$ cat src/rtl/generic_2clk_fifo_rd_stream_pkg.sv
// rtl/generic_2clk_fifo_rd_stream_pkg.sv - shared constants and types for the FIFO read-side stream adapter
package generic_2clk_fifo_rd_stream_pkg;

   localparam int DAT_WIDTH_DEF = 36;
   localparam int SKID_DEPTH    = 2;
   localparam int CNT_W         = 2;

   typedef logic [CNT_W-1:0] cnt_t;

   typedef enum logic [1:0] {
      BUF_IDLE = 2'b00,
      BUF_POP  = 2'b01,
      BUF_PUSH = 2'b10,
      BUF_BOTH = 2'b11
   } buf_op_e;

   // Free slots left once the word already in flight lands; a fire this cycle frees one more.
   function automatic logic [2:0] pop_credit(input cnt_t cnt, input logic inflight, input logic fire);
      return 3'(SKID_DEPTH) - {1'b0, cnt} - {2'b00, inflight} + {2'b00, fire};
   endfunction

endpackage

$ cat src/rtl/generic_skid_buf2.sv
// rtl/generic_skid_buf2.sv - two-slot register buffer with push, pop, clear and occupancy count
module generic_skid_buf2
   import generic_2clk_fifo_rd_stream_pkg::*;
#(
   parameter int DAT_WIDTH = DAT_WIDTH_DEF
) (
   input  logic                 clk,
   input  logic                 rst_n,
   input  logic                 clear,
   input  logic                 push,
   input  logic [DAT_WIDTH-1:0] push_data,
   input  logic                 pop,
   output logic [DAT_WIDTH-1:0] head,
   output cnt_t                 cnt
);

   logic [DAT_WIDTH-1:0] head_q;
   logic [DAT_WIDTH-1:0] tail_q;
   cnt_t                 cnt_q;
   buf_op_e              op;

   assign op   = buf_op_e'({push, pop});
   assign head = head_q;
   assign cnt  = cnt_q;

   always_ff @(posedge clk or negedge rst_n) begin
      if (!rst_n) begin
         head_q <= '0;
         tail_q <= '0;
         cnt_q  <= '0;
      end else if (clear) begin
         cnt_q <= '0;
      end else begin
         case (op)
            BUF_PUSH: begin
               if (cnt_q == '0) head_q <= push_data;
               else             tail_q <= push_data;
               cnt_q <= cnt_q + 1'b1;
            end
            BUF_POP: begin
               if (cnt_q == 2'd2) head_q <= tail_q;
               cnt_q <= cnt_q - 1'b1;
            end
            // Count unchanged: the incoming word goes wherever the post-pop occupancy points.
            BUF_BOTH: begin
               if (cnt_q == 2'd2) begin
                  head_q <= tail_q;
                  tail_q <= push_data;
               end else begin
                  head_q <= push_data;
               end
            end
            default: ;
         endcase
      end
   end

endmodule

$ cat src/rtl/generic_2clk_fifo_rd_stream.sv
// rtl/generic_2clk_fifo_rd_stream.sv - turns the FIFO pop/read-data interface into a registered valid/ready stream
module generic_2clk_fifo_rd_stream
   import generic_2clk_fifo_rd_stream_pkg::*;
#(
   parameter int DAT_WIDTH = DAT_WIDTH_DEF
) (
   input  logic                 rd_clk,
   input  logic                 rd_reset_n,
   input  logic                 rd_empty,
   input  logic [DAT_WIDTH-1:0] rd_data,
   output logic                 rd_op,
   input  logic                 flush,
   output logic                 out_valid,
   input  logic                 out_ready,
   output logic [DAT_WIDTH-1:0] out_data,
   output logic [1:0]           out_level
);

   logic       run;
   logic       inflight;
   logic       discard;
   logic       fire;
   logic       push;
   logic [2:0] credit;
   cnt_t       cnt;

   assign out_valid = (cnt != '0);
   assign out_level = cnt;
   assign fire      = out_valid & out_ready;
   assign credit    = pop_credit(cnt, inflight, fire);

   // run holds pops off until the first edge after reset release.
   assign rd_op = run & ~rd_empty & ~flush & (credit != 3'd0);
   assign push  = inflight & ~discard & ~flush;

   always_ff @(posedge rd_clk or negedge rd_reset_n) begin
      if (!rd_reset_n) begin
         run      <= 1'b0;
         inflight <= 1'b0;
         discard  <= 1'b0;
      end else begin
         run      <= 1'b1;
         inflight <= rd_op;
         discard  <= flush & rd_op;
      end
   end

   generic_skid_buf2 #(
      .DAT_WIDTH (DAT_WIDTH)
   ) u_buf (
      .clk       (rd_clk),
      .rst_n     (rd_reset_n),
      .clear     (flush),
      .push      (push),
      .push_data (rd_data),
      .pop       (fire),
      .head      (out_data),
      .cnt       (cnt)
   );

   a_no_overflow: assert property (@(posedge rd_clk) disable iff (!rd_reset_n)
      ({1'b0, cnt} + {2'b00, inflight}) <= 3'd2);

endmodule
$ cat config.mk
export PLATFORM = sky130hd
export DESIGN_NAME = generic_2clk_fifo_rd_stream
export DESIGN_NICKNAME = d
export VERILOG_FILES = /design/src/rtl/generic_2clk_fifo_rd_stream_pkg.sv /design/src/rtl/generic_skid_buf2.sv /design/src/rtl/generic_2clk_fifo_rd_stream.sv
export SDC_FILE = /design/constraint.sdc
export NUM_CORES = 1
export LEC_CHECK = 0
export CAP_MARGIN = 5
export CELL_PAD_IN_SITES_DETAIL_PLACEMENT = 1
export CELL_PAD_IN_SITES_GLOBAL_PLACEMENT = 1
export CORE_ASPECT_RATIO = 0.7
export CORE_UTILIZATION = 37
export CTS_CLUSTER_SIZE = 28
export DETAILED_ROUTE_END_ITERATION = 6
export GPL_ROUTABILITY_DRIVEN = 0
export PLACE_DENSITY = 0.87
export SYNTH_ARGS = -nofsm -noshare
export SYNTH_HDL_FRONTEND = slang
export SYNTH_SLANG_ARGS = --single-unit
$ cat constraint.sdc
create_clock -name rd_clk -period 2.7 [get_ports rd_clk]
set_clock_uncertainty 0.2 [all_clocks]
set_input_delay 0.81 -clock rd_clk [delete_from_list [all_inputs] [get_ports rd_clk]]
set_output_delay 0.81 -clock rd_clk [all_outputs]
set_load 0.02 [all_outputs]
==> impl_metrics.json, run 1 <==
{
  "grt_pass1_vias": 2368,
  "syn2layout_area_growth_pct": 41.5,
  "drt_first_pass_iters": 4,
  "p_per_area_nw_per_um2": 730,
  "wl_per_cell_um": 16.1,
  "dpl-instance-area_um2": 4560,
  "vdd_drop_max_mv": 0.524,
  "dp_hpwl_um": 5000,
  "drc": 0,
  "setup_viol": 1,
  "grt_pass1_wl_um": 11600,
  "cp_max_fo": 2,
  "syn_nets": 262,
  "grt_max_degree": 78,
  "final_cell_mix": "dfrtp_1 (77), clkdlybuf4s50_1 (76), mux2_2 (75), mux2_1 (33)",
  "synth_area_leader_cell": "dfrtp_1",
  "die_area_um2": 9690,
  "diodes": 0,
  "yosysWarnings": 0,
  "finish.utilization_pct": 53.9,
  "core_um2": 9030,
  "slew_violations": 0,
  "synth_cell_types": 24,
  "end_kind": "primary output",
  "root_buffer": "clkbuf_16",
  "die_w_um": 117,
  "cts_num_sinks": 77,
  "status": "finished, violations left",
  "final.period_utilization_pct": 114,
  "cts_made_buffers": 9,
  "fillers": 868,
  "startpoint_type": "primary input",
  "clk_path_buf_depth": 2,
  "rsz0062_at_grt": "true",
  "overflow": 0,
  "synthesis.area_um2": 3440,
  "ctsHtreeMaxLevel": 3,
  "final_common_cell": "dfrtp_1",
  "final.min_clock_period_ns": 3.09,
  "worstHoldPathType": "reg2reg",
  "antenna_found_initial": 0,
  "num_rows": 29,
  "drt_iter0_markers": 46,
  "num_vias": 2106,
  "violations": "setup timing",
  "port_buffers": 80,
  "syn_avg_cell_area_um2": 15.7,
  "wirelength_um": 7150,
  "clk_pin_slew_ns": 0.05,
  "clock_latency_ns": 0.33,
  "layout.nets": 358,
  "die_h_um": 82.7,
  "p_leak_uw": 0.00214,
  "synth.top_cell.area_share_pct": 56.0,
  "setup_ws_ns": -0.390,
  "vias_per_cell": 4.74,
  "synthTopCellsByArea": "dfrtp_1 (56%), mux2_2 (25%), mux2_1 (11%)",
  "synth-seq-area-share_pct": 56.0,
  "io_pins": 81,
  "critPathArrivalTime_ns": 2.08,
  "drive_gt1_share_pct": 36.9,
  "synth-seq-cells": 77,
  "max_freq_mhz": 324,
  "hold_violations": 0,
  "layout.cells.non_filler": 444,
  "worstPathRequired_ns": 1.69,
  "cts_tree": "yes",
  "drv_cap": 0,
  "initial_core_util_pct": 38.1,
  "grtUsageTotal_pct": 16.3,
  "fin_area_um2": 4870,
  "path_class": "in2out",
  "netlist_instances": 219,
  "ant_nets": 0,
  "placedCellCount": 428
}
-- what timing repair did --
item	in CTS	in global routing
pin swaps	2	0
setup endpoints to repair	2	1
buffers inserted	0	0
hold buffers	0	0
gates resized for setup	12	0
-- state kept, by name (all words and copies together) (netlist names) --
register and cells:
u_buf.tail_q 36, u_buf.head 36, u_buf.cnt 2, run 1, discard 1, inflight 1
-- worst max-delay path, cell delays in order --
cell	delay [ns]
buf_6	0.08
o21ai_4	0.05
fa_2	0.36
ha_4	0.22
nand2_2	0.06
nor2_2	0.04
nor4b_4	0.26
buf_4	0.18
-- cell type report --
class                      instances  area [um2]  share of cell area, %
clock buffer                      13         270                   5.55
clock inverter                     3        42.5                  0.874
multi-input combinational        133        1480                   30.5
sequential                        77        1930                   39.6
tap                              124         155                   3.19
timing repair buffer              94         988                   20.3
-- routing by layer --
layer	routed length (um)	GRT usage, %
met1	2970	18.5
met2	3720	29.0
met3	392	5.47
met4	65	5.19
met5	0	0
-- path summary, 6_finish.rpt --
kind / start / to / slack [ns] / cells past startpoint
worst max-delay path: out_ready / rd_op / -0.39 / 8
worst min-delay path: u_buf.tail_q[7] / u_buf.tail_q[7] / 0.29 / 1
worst max register to register: u_buf.cnt[0] / u_buf.head[7] / 0.51 / 6
worst min register to register: u_buf.tail_q[7] / u_buf.tail_q[7] / 0.29 / 1
max in group asynchronous: rd_reset_n / u_buf.tail_q[23] / 1.69 / 2
min in group asynchronous: rd_reset_n / u_buf.head[4] / 0.30 / 2
-- report_power, final --
group / leakage [uW] / internal, uW / switching, uW / total (uW)
clock network: 0.000152 / 790 / 445 / 1230
registers: 0.000997 / 1330 / 105 / 1440
logic: 0.000995 / 489 / 390 / 878
total: 0.00214 / 2610 / 939 / 3550
-- cell usage after synthesis --
cell type / number
conb_1: 2
nand2b_4: 1
buf_2: 3
or2_1: 1
nor2b_1: 2
a21oi_4: 2
ha_1: 1
o21ai_0: 1
mux2_2: 75
nor2_1: 2
and2b_1: 1
a21oi_1: 2
nor3b_4: 1
a2111oi_0: 1
dfrtp_1: 77
fa_1: 1
and4b_1: 1
buf_6: 6
o21ai_1: 2
o21ai_2: 1
nor4b_1: 1
xor2_1: 1
nand2_1: 1
mux2_1: 33
-- cell families (layout without fill, tap and decap cells) --
logic type,Yosys count,after routing,synth area share (%)
muxes,108,108,35.4
xor gates and xnor gates,1,1,0.255
AOI/OAI and AO/OA,9,9,2.18
buffers and inverters,9,110,2.40
and+or+nand+nor,11,11,2.58
adders and majority gates,2,2,0.946
other,2,2,0.218
DFF,77,77,56.0
-- metrics by stage --
step	hold WS [ns]	power, uW	TNS (ns)	setup WS, ns
after detailed placement	0.283	2340	-10.53	-1.39
after floorplan	0.260	1840	-0.285	-0.285
final	0.289	3550	-0.390	-0.390
after global routing	0.317	3710	-0.458	-0.458
after global placement	0.270	2300	-9.98	-1.35
after CTS	0.294	3610	-0.412	-0.412
No activity file was read; power rests on OpenSTA's default activity.
==> run 2: changes to the inputs <==
--- a/config.mk
+++ b/config.mk
@@ -5,7 +5,7 @@
 export SDC_FILE = /design/constraint.sdc
 export NUM_CORES = 1
 export LEC_CHECK = 0
-export CAP_MARGIN = 5
+export CAP_MARGIN = 25
 export CELL_PAD_IN_SITES_DETAIL_PLACEMENT = 1
 export CELL_PAD_IN_SITES_GLOBAL_PLACEMENT = 1
 export CORE_ASPECT_RATIO = 0.7
==> results of run 2 <==
Final layout, timing and power as in run 1 (identical DEF).
==> run 3: changes to the inputs <==
--- a/config.mk
+++ b/config.mk
@@ -6,10 +6,8 @@
 export NUM_CORES = 1
 export LEC_CHECK = 0
 export CAP_MARGIN = 25
-export CELL_PAD_IN_SITES_DETAIL_PLACEMENT = 1
-export CELL_PAD_IN_SITES_GLOBAL_PLACEMENT = 1
 export CORE_ASPECT_RATIO = 0.7
-export CORE_UTILIZATION = 37
+export CORE_UTILIZATION = 45
 export CTS_CLUSTER_SIZE = 28
 export DETAILED_ROUTE_END_ITERATION = 6
 export GPL_ROUTABILITY_DRIVEN = 0
==> impl_metrics.json, run 3 (same netlist as run 1, synthesis figures left out) <==
{
  "status": "finished, violations left",
  "violations": "setup timing",
  "cts_num_sinks": 77,
  "grt_max_degree": 40,
  "clk_path_buf_depth": 2,
  "initial_core_util_pct": 46.8,
  "port_buffers": 80,
  "placedCellCount": 403,
  "use_met3_pct": 6.49,
  "final.min_clock_period_ns": 3.07,
  "final_cell_mix": "dfrtp_1 (77), clkdlybuf4s50_1 (76), mux2_2 (75), mux2_1 (33), buf_4 (12)",
  "drc": 0,
  "critPathArrivalTime_ns": 2.06,
  "num_vias": 2116,
  "drive_gt1_share_pct": 37.6,
  "drt_iter0_markers": 51,
  "clk_pin_slew_ns": 0.08,
  "io_pins": 81,
  "grtUsageTotal_pct": 18.1,
  "worst_pin_slew_ns": 0.510,
  "fillers": 582,
  "slew-limit-headroom_pct": 66.0,
  "slew_violations": 0,
  "crit_buf_inv": 2,
  "die_h_um": 75.1,
  "vdd_drop_max_mv": 0.448,
  "slowest_delay_ns": 0.35,
  "p_per_area_nw_per_um2": 667,
  "cts_hold_buf": 0,
  "drt_first_pass_iters": 4,
  "core_um2": 7350,
  "dp_hpwl_um": 4700,
  "root_buffer": "clkbuf_8",
  "wirelength_um": 6660,
  "cp_max_fo": 2,
  "final.period_utilization_pct": 114,
  "final_common_cell": "dfrtp_1",
  "path_class": "in2out",
  "worstPathRequired_ns": 1.69,
  "antenna_found_initial": 0,
  "met2_usage_pct": 28.9,
  "layout.cells.non_filler": 420,
  "ant_nets": 0,
  "grt_pass1_vias": 2171,
  "cts_tree": "yes",
  "wl_per_cell_um": 15.9,
  "end_kind": "primary output",
  "use_met1_pct": 23.5,
  "setup_ws_ns": -0.367,
  "path_delay_family": "adder cells",
  "finalSetupTns_ns": -0.367,
  "vias_per_cell": 5.04,
  "slowest_stage": "fa_2",
  "die_w_um": 106,
  "rsz0062_at_grt": "true",
  "layout.nets": 360,
  "p_leak_uw": 0.00209,
  "grt_pass1_wl_um": 10800,
  "gr-max-usage-layer": "met2",
  "clock_latency_ns": 0.34,
  "ctsHtreeMaxLevel": 3,
  "drv_cap": 0,
  "max_freq_mhz": 326,
  "syn2layout_area_growth_pct": 37.1,
  "diodes": 0,
  "startpoint_type": "primary input",
  "cts_made_buffers": 9,
  "overflow": 0,
  "die_area_um2": 8000,
  "hold_violations": 0,
  "setup_viol": 1,
  "cp_cell_sequence": "buf_6 -> o21ai_4 -> fa_2 -> ha_4 -> nand2_2 -> nor2_2 -> nor4b_4 -> buf_4",
  "num_rows": 26,
  "worstHoldPathType": "in2async"
}
[run 3: cell types whose count changed in the layout (fill, tap and decap cells not counted), sizes merged]
cell    delta
clkbuf     -4
clkinv     +4
buf        +2
[run 3: path summary, 6_finish.rpt]
kind                            cells past startpoint          endpoint             start  slack [ns]
worst max-delay path                                8             rd_op         out_ready       -0.37
worst min-delay path                                1  u_buf.tail_q[31]        rd_reset_n        0.23
worst max register to register                      6    u_buf.head[11]      u_buf.cnt[0]        0.51
worst min register to register                      1  u_buf.tail_q[19]  u_buf.tail_q[19]        0.31
max in group asynchronous                           2    u_buf.head[18]        rd_reset_n        1.47
min in group rd_clk                                 1  u_buf.tail_q[19]  u_buf.tail_q[19]        0.31
[run 3: per-stage QoR]
step           instance area, um2  utilization, %  total power (uW)  hold slack, ns  worst slack [ns]
3_3_place_gp                 4520            61.5              2310           0.270             -1.32
2_1_floorplan                3480               -              1840           0.260            -0.285
4_1_cts                      4710            64.1              3190           0.232            -0.384
3_5_place_dp                 4520            61.5              2330           0.280             -1.37
5_1_grt                      4710            64.1              3310           0.245            -0.416
6_report                     4710            64.1              3140           0.231            -0.367
[run 3: routing by layer]
layer  vias up  routed length [um]
li1        988                   -
met1      1062                3080
met3         6                 409
met5         -                   0
met4         0                  59
met2        60                3120
[run 3: area by class of cell]
class | instances | area, um2 | share of cell area [%]
flip-flops and latches | 77 | 1930 | 40.9
clock inverters | 7 | 66.3 | 1.41
clock buffers | 9 | 124 | 2.63
multi-input cells | 133 | 1480 | 31.5
repair buffers | 96 | 991 | 21.0
well taps | 98 | 123 | 2.60
[run 3: report_power, final]
part           switching, uW  internal (uW)  total [uW]
clock                    423            422         844
sequential              97.9           1330        1430
combinational            382            489         871
total                    902           2240        3140
[run 3: worst register-to-register path, stage by stage (launching register included)]
cell,delay [ns]
dfrtp_1,0.45
buf_4,0.19
nor2b_1,0.30
o21ai_1,0.16
a21oi_4,0.22
buf_12,0.20
mux2_2,0.35
[run 3: timing repair]
| item | 4_1_cts | 5_1_grt |
|---|---|---|
| setup buffers | 1 | 0 |
| resized for setup | 11 | 0 |
| pin swaps | 2 | 0 |
| setup endpoints to repair | 2 | 1 |
| endpoints found under the hold margin | 0 | 0 |
